`src/rtl/seven_segment_pkg.sv`:
```
`default_nettype none
// ============================================================================
// Module      : seven_segment_pkg
// Description : Shared types and constants for the seven_segment_n display
//               driver: conversion FSM states, active-high segment patterns
//               and the BCD digit-count helper.
// Revision    : 1.0 - initial release
// ============================================================================
package seven_segment_pkg;

    // Conversion FSM states
    typedef enum logic [1:0] {
        S_IDLE    = 2'd0,
        S_CAPTURE = 2'd1,
        S_SHIFT   = 2'd2,
        S_COMMIT  = 2'd3
    } conv_state_e;

    // Segment patterns, bit order {g,f,e,d,c,b,a}, 1 = lit
    localparam logic [6:0] SEG_HEX [16] = '{
        7'h3F, 7'h06, 7'h5B, 7'h4F,   // 0 1 2 3
        7'h66, 7'h6D, 7'h7D, 7'h07,   // 4 5 6 7
        7'h7F, 7'h6F, 7'h77, 7'h7C,   // 8 9 A b
        7'h39, 7'h5E, 7'h79, 7'h71    // C d E F
    };

    localparam logic [6:0] SEG_DASH  = 7'h40;
    localparam logic [6:0] SEG_BLANK = 7'h00;

    // Decimal digits needed to hold 2^width-1: ceil(width * log10(2))
    function automatic int bcdDigits(input int width);
        return (width * 30103 + 99999) / 100000;
    endfunction

endpackage
`default_nettype wire

```
`src/rtl/binary_to_bcd.sv`:
```
`default_nettype none
// ============================================================================
// Module      : binary_to_bcd
// Description : Sequential double-dabble converter. A start pulse captures
//               bin; the conversion then takes exactly VALUE_WIDTH cycles.
//               done is high during the final shift cycle, so bcd holds the
//               finished result from the following cycle on and stays stable
//               until the next start.
// Revision    : 1.0 - initial release
// ============================================================================
module binary_to_bcd
    import seven_segment_pkg::*;
#(
    parameter  int VALUE_WIDTH = 16,
    localparam int BCD_W       = 4 * bcdDigits(VALUE_WIDTH)
) (
    input  logic                   clk,
    input  logic                   rstN,
    input  logic                   start,
    input  logic [VALUE_WIDTH-1:0] bin,
    output logic                   done,
    output logic [BCD_W-1:0]       bcd
);

    localparam int c_STEP_W = $clog2(VALUE_WIDTH + 1);

    logic [VALUE_WIDTH-1:0] r_bin;
    logic [BCD_W-1:0]       r_bcd;
    logic [c_STEP_W-1:0]    r_steps;
    logic [BCD_W-1:0]       w_adj;
    logic                   w_unusedAdjMsb;

    // Add 3 to every BCD nibble that is 5 or more before the next shift
    always_comb begin
        w_adj = r_bcd;
        for (int i = 0; i < BCD_W / 4; i++) begin
            if (r_bcd[4*i +: 4] >= 4'd5) begin
                w_adj[4*i +: 4] = r_bcd[4*i +: 4] + 4'd3;
            end
        end
    end

    // The result always fits, so the top adjusted bit is shifted out as zero
    assign w_unusedAdjMsb = w_adj[BCD_W-1];

    // Load on start, then shift one binary bit into the BCD register per cycle
    always_ff @(posedge clk or negedge rstN) begin
        if (!rstN) begin
            r_bin   <= '0;
            r_bcd   <= '0;
            r_steps <= '0;
        end else if (start) begin
            r_bin   <= bin;
            r_bcd   <= '0;
            r_steps <= c_STEP_W'(VALUE_WIDTH);
        end else if (r_steps != '0) begin
            r_bcd   <= {w_adj[BCD_W-2:0], r_bin[VALUE_WIDTH-1]};
            r_bin   <= r_bin << 1;
            r_steps <= r_steps - 1'b1;
        end
    end

    assign done = (r_steps == c_STEP_W'(1));
    assign bcd  = r_bcd;

endmodule
`default_nettype wire

```
`src/rtl/seven_segment_n.sv`:
```
`default_nettype none
// ============================================================================
// Module      : seven_segment_n
// Description : Time-multiplexed N-digit seven-segment driver with hex or
//               decimal rendering, leading-zero blanking and overflow dashes.
//               Define SEVEN_SEGMENT_DECIMAL_EN to build the decimal path;
//               without it decimalMode is ignored and values render as hex.
// Revision    : 1.0 - initial release
// ============================================================================
module seven_segment_n
    import seven_segment_pkg::*;
#(
    parameter int NUM_DIGITS     = 4,
    parameter int VALUE_WIDTH    = 16,
    parameter int REFRESH_DIV    = 50000,
    parameter int SEG_ACTIVE_LOW = 1
) (
    input  logic                   clk,
    input  logic                   rstN,
    input  logic [VALUE_WIDTH-1:0] value,
    input  logic                   load,
    input  logic                   decimalMode,
    input  logic                   blankZeros,
    output logic [6:0]             segs,
    output logic [NUM_DIGITS-1:0]  sel,
    output logic                   busy,
    output logic                   overflow
);

    localparam int c_CNT_W = $clog2(REFRESH_DIV);
    localparam int c_IDX_W = (NUM_DIGITS > 1) ? $clog2(NUM_DIGITS) : 1;
    // Wide enough for any zero-extended value or BCD result
    localparam int c_EXT_W = 64;
    localparam logic [6:0]            c_SEG_OFF = (SEG_ACTIVE_LOW != 0) ? '1 : '0;
    localparam logic [NUM_DIGITS-1:0] c_SEL_OFF = (SEG_ACTIVE_LOW != 0) ? '1 : '0;

    conv_state_e            r_state;
    logic [VALUE_WIDTH-1:0] r_capValue;
    logic                   r_pendValid;
    logic [VALUE_WIDTH-1:0] r_pendValue;
    logic [3:0]             r_digits [NUM_DIGITS];
    logic                   r_overflow;
    logic [c_CNT_W-1:0]     r_refreshCnt;
    logic [c_IDX_W-1:0]     r_idx;
    logic [6:0]             r_segs;
    logic [NUM_DIGITS-1:0]  r_sel;

    logic [c_EXT_W-1:0]     w_ext;
    logic                   w_newOverflow;
    logic [NUM_DIGITS-1:0]  w_blank;
    logic [6:0]             w_curSeg;
    logic [NUM_DIGITS-1:0]  w_selOneHot;

`ifdef SEVEN_SEGMENT_DECIMAL_EN
    localparam int c_BCD_W = 4 * bcdDigits(VALUE_WIDTH);

    logic               r_capDec;
    logic               r_pendDec;
    logic               w_bcdStart;
    logic               w_bcdDone;
    logic [c_BCD_W-1:0] w_bcd;

    assign w_bcdStart = (r_state == S_CAPTURE) && r_capDec;

    binary_to_bcd #(
        .VALUE_WIDTH (VALUE_WIDTH)
    ) u_bcd (
        .clk   (clk),
        .rstN  (rstN),
        .start (w_bcdStart),
        .bin   (r_capValue),
        .done  (w_bcdDone),
        .bcd   (w_bcd)
    );

    // Commit source: finished BCD for decimal, the captured value for hex
    assign w_ext = r_capDec ? c_EXT_W'(w_bcd) : c_EXT_W'(r_capValue);
`else
    logic w_unusedDecimal;

    // Decimal requests render as hex in this build
    assign w_unusedDecimal = decimalMode;
    assign w_ext           = c_EXT_W'(r_capValue);
`endif

    // Any nonzero digit beyond the physical display is an overflow
    assign w_newOverflow = |(w_ext >> (4 * NUM_DIGITS));

    // Conversion FSM with one-entry pending slot; digits change only in COMMIT
    always_ff @(posedge clk or negedge rstN) begin
        if (!rstN) begin
            r_state     <= S_IDLE;
            r_capValue  <= '0;
            r_pendValid <= 1'b0;
            r_pendValue <= '0;
            r_overflow  <= 1'b0;
            for (int i = 0; i < NUM_DIGITS; i++) begin
                r_digits[i] <= 4'd0;
            end
`ifdef SEVEN_SEGMENT_DECIMAL_EN
            r_capDec    <= 1'b0;
            r_pendDec   <= 1'b0;
`endif
        end else begin
            case (r_state)
                S_IDLE: begin
                    if (load) begin
                        r_capValue <= value;
`ifdef SEVEN_SEGMENT_DECIMAL_EN
                        r_capDec   <= decimalMode;
`endif
                        r_state    <= S_CAPTURE;
                    end
                end
                S_CAPTURE: begin
`ifdef SEVEN_SEGMENT_DECIMAL_EN
                    r_state <= r_capDec ? S_SHIFT : S_COMMIT;
`else
                    r_state <= S_COMMIT;
`endif
                    if (load) begin
                        r_pendValid <= 1'b1;
                        r_pendValue <= value;
`ifdef SEVEN_SEGMENT_DECIMAL_EN
                        r_pendDec   <= decimalMode;
`endif
                    end
                end
                S_SHIFT: begin
`ifdef SEVEN_SEGMENT_DECIMAL_EN
                    if (w_bcdDone) begin
                        r_state <= S_COMMIT;
                    end
`else
                    r_state <= S_COMMIT;
`endif
                    if (load) begin
                        r_pendValid <= 1'b1;
                        r_pendValue <= value;
`ifdef SEVEN_SEGMENT_DECIMAL_EN
                        r_pendDec   <= decimalMode;
`endif
                    end
                end
                S_COMMIT: begin
                    for (int i = 0; i < NUM_DIGITS; i++) begin
                        r_digits[i] <= w_ext[4*i +: 4];
                    end
                    r_overflow <= w_newOverflow;
                    // A load arriving in this cycle is newer than the slot
                    if (load) begin
                        r_capValue  <= value;
`ifdef SEVEN_SEGMENT_DECIMAL_EN
                        r_capDec    <= decimalMode;
`endif
                        r_pendValid <= 1'b0;
                        r_state     <= S_CAPTURE;
                    end else if (r_pendValid) begin
                        r_capValue  <= r_pendValue;
`ifdef SEVEN_SEGMENT_DECIMAL_EN
                        r_capDec    <= r_pendDec;
`endif
                        r_pendValid <= 1'b0;
                        r_state     <= S_CAPTURE;
                    end else begin
                        r_state     <= S_IDLE;
                    end
                end
                default: r_state <= S_IDLE;
            endcase
        end
    end

    assign busy     = (r_state != S_IDLE);
    assign overflow = r_overflow;

    // Blank digit i>0 when it and every digit above it are zero
    always_comb begin
        logic v_zeroRun;
        v_zeroRun = 1'b1;
        w_blank   = '0;
        for (int i = NUM_DIGITS - 1; i >= 0; i--) begin
            v_zeroRun  = v_zeroRun && (r_digits[i] == 4'd0);
            w_blank[i] = blankZeros && v_zeroRun && (i != 0);
        end
    end

    // Active-high pattern for the currently selected digit
    always_comb begin
        if (r_overflow) begin
            w_curSeg = SEG_DASH;
        end else if (w_blank[r_idx]) begin
            w_curSeg = SEG_BLANK;
        end else begin
            w_curSeg = SEG_HEX[r_digits[r_idx]];
        end
    end

    assign w_selOneHot = NUM_DIGITS'(1) << r_idx;

    // Refresh counter and digit index; each digit held REFRESH_DIV cycles
    always_ff @(posedge clk or negedge rstN) begin
        if (!rstN) begin
            r_refreshCnt <= '0;
            r_idx        <= '0;
        end else if (r_refreshCnt == c_CNT_W'(REFRESH_DIV - 1)) begin
            r_refreshCnt <= '0;
            r_idx        <= (r_idx == c_IDX_W'(NUM_DIGITS - 1)) ? '0 : r_idx + 1'b1;
        end else begin
            r_refreshCnt <= r_refreshCnt + 1'b1;
        end
    end

    // Output registers; polarity is applied only here
    always_ff @(posedge clk or negedge rstN) begin
        if (!rstN) begin
            r_segs <= c_SEG_OFF;
            r_sel  <= c_SEL_OFF;
        end else begin
            r_segs <= (SEG_ACTIVE_LOW != 0) ? ~w_curSeg    : w_curSeg;
            r_sel  <= (SEG_ACTIVE_LOW != 0) ? ~w_selOneHot : w_selOneHot;
        end
    end

    assign segs = r_segs;
    assign sel  = r_sel;

endmodule
`default_nettype wire

```
`config.mk`:
```
export PLATFORM = sky130hd
export DESIGN_NAME = seven_segment_n
export DESIGN_NICKNAME = d
export VERILOG_FILES = /design/src/rtl/seven_segment_pkg.sv /design/src/rtl/binary_to_bcd.sv /design/src/rtl/seven_segment_n.sv
export SDC_FILE = /design/constraint.sdc
export NUM_CORES = 1
export LEC_CHECK = 0
export CAP_MARGIN = 10
export CORE_MARGIN = 3
export CORE_UTILIZATION = 52
export DETAILED_ROUTE_END_ITERATION = 8
export GPL_TIMING_DRIVEN = 0
export PLACE_DENSITY = 0.76
export SETUP_SLACK_MARGIN = 0.15
export SYNTH_ARGS = -nofsm -noshare
export SYNTH_HDL_FRONTEND = slang
export SYNTH_SLANG_ARGS = --single-unit
```
`constraint.sdc`:
```
create_clock -name clk -period 2.2 [get_ports clk]
set_clock_uncertainty 0.15 [all_clocks]
set_input_delay 0.22 -clock clk [delete_from_list [all_inputs] [get_ports clk]]
set_output_delay 0.22 -clock clk [all_outputs]
set_load 0.02 [all_outputs]
```
==> metrics.md <==
| Metric | Value |
|---|---|
| Routability cong. | between 0.7 and 0.8 |
| DP Area | 4230 um2 |
| Sequential-to-total area share from yosys stat | 0.533 |
| H-tree level count | 3 |
| Worst R2R End | segs[0]$_DFF_PN1_ |
| Post-synth EDFFs | 0 |
| Most frequent cells in the layout | 68 x dfrtp_1, 32 x mux2_2, 29 x clkdlybuf4s50_1 |
| Synthesized cell area | 3780 um2 |
| Synthesis-stage register bit count | 80 |
| Die ar. | 8330 um2 |
| Post-DP HPWL | roughly 4700 um |
| Main synth FF type | dfrtp_1 |
| Worst-Margin Slew | 0.497 ns |
| Multi-input logic area | ~1700 um2 |
| Die width | 91.3 um |
| Gr usage total | 0.176 |
| Status | finished, final reports clean |
| Drt wl/cell | 14.5 um |
| Required @ worst endpoint | 2.31 ns |
| Commonest non-fill, non-tap cell in the layout | dfrtp_1 |
| Max_slew headroom | 0.659 |
| DRT Wirelength | slightly below 7000 um |
| RSZ-0062 raised after global routing | yes |
| Post-route DRC | 0 |
| Antenna diodes | 0 |
| Reg-to-Reg Start | r_idx[0]$_DFFE_PN0N_ |
| R2r setup slk | 0.18 ns |
| Vias per inst | 5.27 |
| Worst-skew pair later-pin latency | 0.34 ns |
| Ratio of cells with drive above 1 in the final layout | 0.290 |
| Final nets | around 400 |
| DRT Pass-1 Iters | 4 |
| Worst Path Max Fanout | 6 |
| Fmax | 495 MHz |
| Root buf cell | clkbuf_8 |
| Ys Warns | 0 |
| Synth async-reset ratio | 1.00 |
| Row cnt | 30 |
| Setup TNS Final | 0 ns |
| Post-route cell area | 4610 um2 |
| Leak pwr | approximately 2.1 nW |
| Synthesis-to-finish area growth | 22.0% |
| Hold crit path type | in2async |
| CTS tree | yes |
| Worst Setup End Kind | register |
| Mapped Nets | around 350 |
| Crit path launch type | register |
| Vias in the first global route | ~2.5k |
| Total Power | around 0.0058 W |
| # IOs | 34 |
| I/O Buffers | 31 |
| Die Y-Extent | between 90 and 100 um |
| Kind of critical path | reg2reg |
| Utilization after layout | 0.668 |
| Core Region | slightly below 7000 um2 |
| Remaining antenna violation count after routing | 0 |
| R2R depth | 6 |
| Slew Viols, Final | 0 |
| Total global routing overflow | 0 |
| Fillers | approximately 540 |
| First-pass GRT wire length | 11700 um |
| Clock sink count | 80 |
| Post-Syn Instances | around 310 |
| Max Root-Sink Buffers | 2 |
| Number of distinct library cells after synthesis | 47 |
| Clk slew on worst S/H paths | ~0.080 ns |
| Min Tclk post-route | ~2 ns |
| Cts bufs inserted | 9 |
| Via count | 2466 |
| # setup viols final | 0 |
| WP data arrival | about 2.1 ns |
| Antenna violations before repair | 0 |
| Register area | roughly 2000 um2 |
| Initial DRC count | between 100 and 150 |
| Maximum VDD drop | roughly 0.00073 V |
| Power Dens Cells | 1260 nW/um2 |
| Synth Area per Inst | between 10 and 15 um2 |
| Final Hold Fails | 0 |
| Largest net degree at the start of global routing | 47 |
| Final clock period utilization by the worst path | 0.919 |
| Max-cap violations | 0 |
| Starting Density | 0.547 |
==> synthesized netlist by cell type, types with 2 or more instances <==
cell | n | area share
buf_2 | 6 | 0.0079
o21ai_1 | 3 | 0.0040
inv_1 | 13 | 0.013
nor2b_1 | 3 | 0.0050
nand4_2 | 2 | 0.0066
nor3_1 | 2 | 0.0026
xor2_1 | 4 | 0.0093
nand2_1 | 24 | 0.024
mux2_2 | 32 | 0.095
nor3_2 | 2 | 0.0053
nor2_1 | 14 | 0.014
buf_4 | 3 | 0.0060
and3_1 | 3 | 0.0050
mux2_4 | 2 | 0.0079
nand2b_1 | 2 | 0.0033
dfstp_2 | 11 | 0.076
ha_1 | 14 | 0.046
dfrtp_1 | 69 | 0.46
clkbuf_1 | 3 | 0.0030
nand3_1 | 6 | 0.0079
buf_6 | 2 | 0.0060
nor4_1 | 3 | 0.0050
o221ai_1 | 2 | 0.0046
mux2i_1 | 25 | 0.066
o21ai_0 | 24 | 0.032
a21oi_1 | 7 | 0.0093
xnor2_1 | 9 | 0.021
nand4_1 | 4 | 0.0066
o311ai_1 | 2 | 0.0046
==> metrics by stage <==
stage	setup slack [ns]	instances	hold slack, ns
global placement	-1.98	441	0.293
finish	0.178	468	0.213
detailed placement	-0.0935	442	0.0536
floorplan	0.168	314	-0.226
global route	0.111	468	0.260
CTS	0.0831	460	0.220
==> sequential cells by signal (all words and copies together) (netlist names) <==
register	cells
r_refreshCnt	16
r_state	2
r_digits	16
r_capValue	16
r_idx	2
r_pendValue	16
segs	7
sel	4
r_pendValid	1
==> area by class of cell <==
| class | instances | area share |
|---|---|---|
| Sequential cell | 80 | 0.437 |
| Multi-Input combinational cell | 206 | 0.368 |
| Timing Repair Buffer | 42 | 0.0901 |
| Clock buffer | 13 | 0.0323 |
| Tap cell | 96 | 0.0260 |
| Buffer | 14 | 0.0201 |
| Clock inverter | 3 | 0.0141 |
| Inverter | 14 | 0.0125 |
==> cells by family (layout without fill, tap and decap cells) <==
group	after synthesis	in the layout	share of synthesized area
muxes	61	61	0.182
buffers and inverters	28	86	0.0367
and+or+nand+nor	72	72	0.100
other	1	1	0.000992
AOI/OAI and AO/OA	45	45	0.0702
DFF	80	80	0.533
xor gates and xnor gates	13	13	0.0301
adders and majority gates	14	14	0.0463
==> how the worst max path moves through the flow <==
| stage | cells after the start | from | endpoint | slack [ns] |
|---|---|---|---|---|
| finish | 6 | r_idx[0]$_DFFE_PN0N_ | segs[0]$_DFF_PN1_ | 0.18 |
| CTS | 7 | r_idx[0]$_DFFE_PN0N_ | segs[0]$_DFF_PN1_ | 0.08 |
| detailed placement | 7 | r_idx[0]$_DFFE_PN0N_ | segs[0]$_DFF_PN1_ | -0.09 |
| global route | 7 | r_idx[0]$_DFFE_PN0N_ | segs[0]$_DFF_PN1_ | 0.11 |
| floorplan | 7 | r_idx[0]$_DFFE_PN0N_ | segs[0]$_DFF_PN1_ | 0.17 |
| global placement | 1 | rstN | r_pendValue[3]$_DFFE_PN0P_ | -1.98 |
==> critical path, stage by stage (launching register included) <==
cell and delay, ns:
dfrtp_2 0.44, mux4_2 0.61, ha_4 0.23, mux2i_1 0.16, a21oi_1 0.09, a21oi_1 0.18, o21ai_1 0.08
==> per-layer routing <==
metal,global-route usage,part of all wire,wire length (um),up-vias
li1,-,-,-,1206
met3,0.0307,0.028,188,9
met5,0,0,0,-
met4,0.0791,0.017,115,0
met2,0.279,0.48,3250,41
met1,0.237,0.48,3220,1210
==> what timing repair did <==
| action | in CTS | in global routing |
|---|---|---|
| setup buffers | 1 | 8 |
| pin swaps | 0 | 6 |
| hold endpoints to repair | 23 | 0 |
| hold buffers | 1 | 0 |
| setup endpoints to repair | 5 | 30 |
| gates resized for setup | 4 | 24 |
==> power breakdown <==
group	leakage [nW]	switching (W)	internal (W)
Sequential	0.969	0.000283	0.00205
Clock	0.108	0.000504	0.000671
Combinational	1.02	0.00114	0.00116
Note: power is estimated with default switching activity, not from simulation.
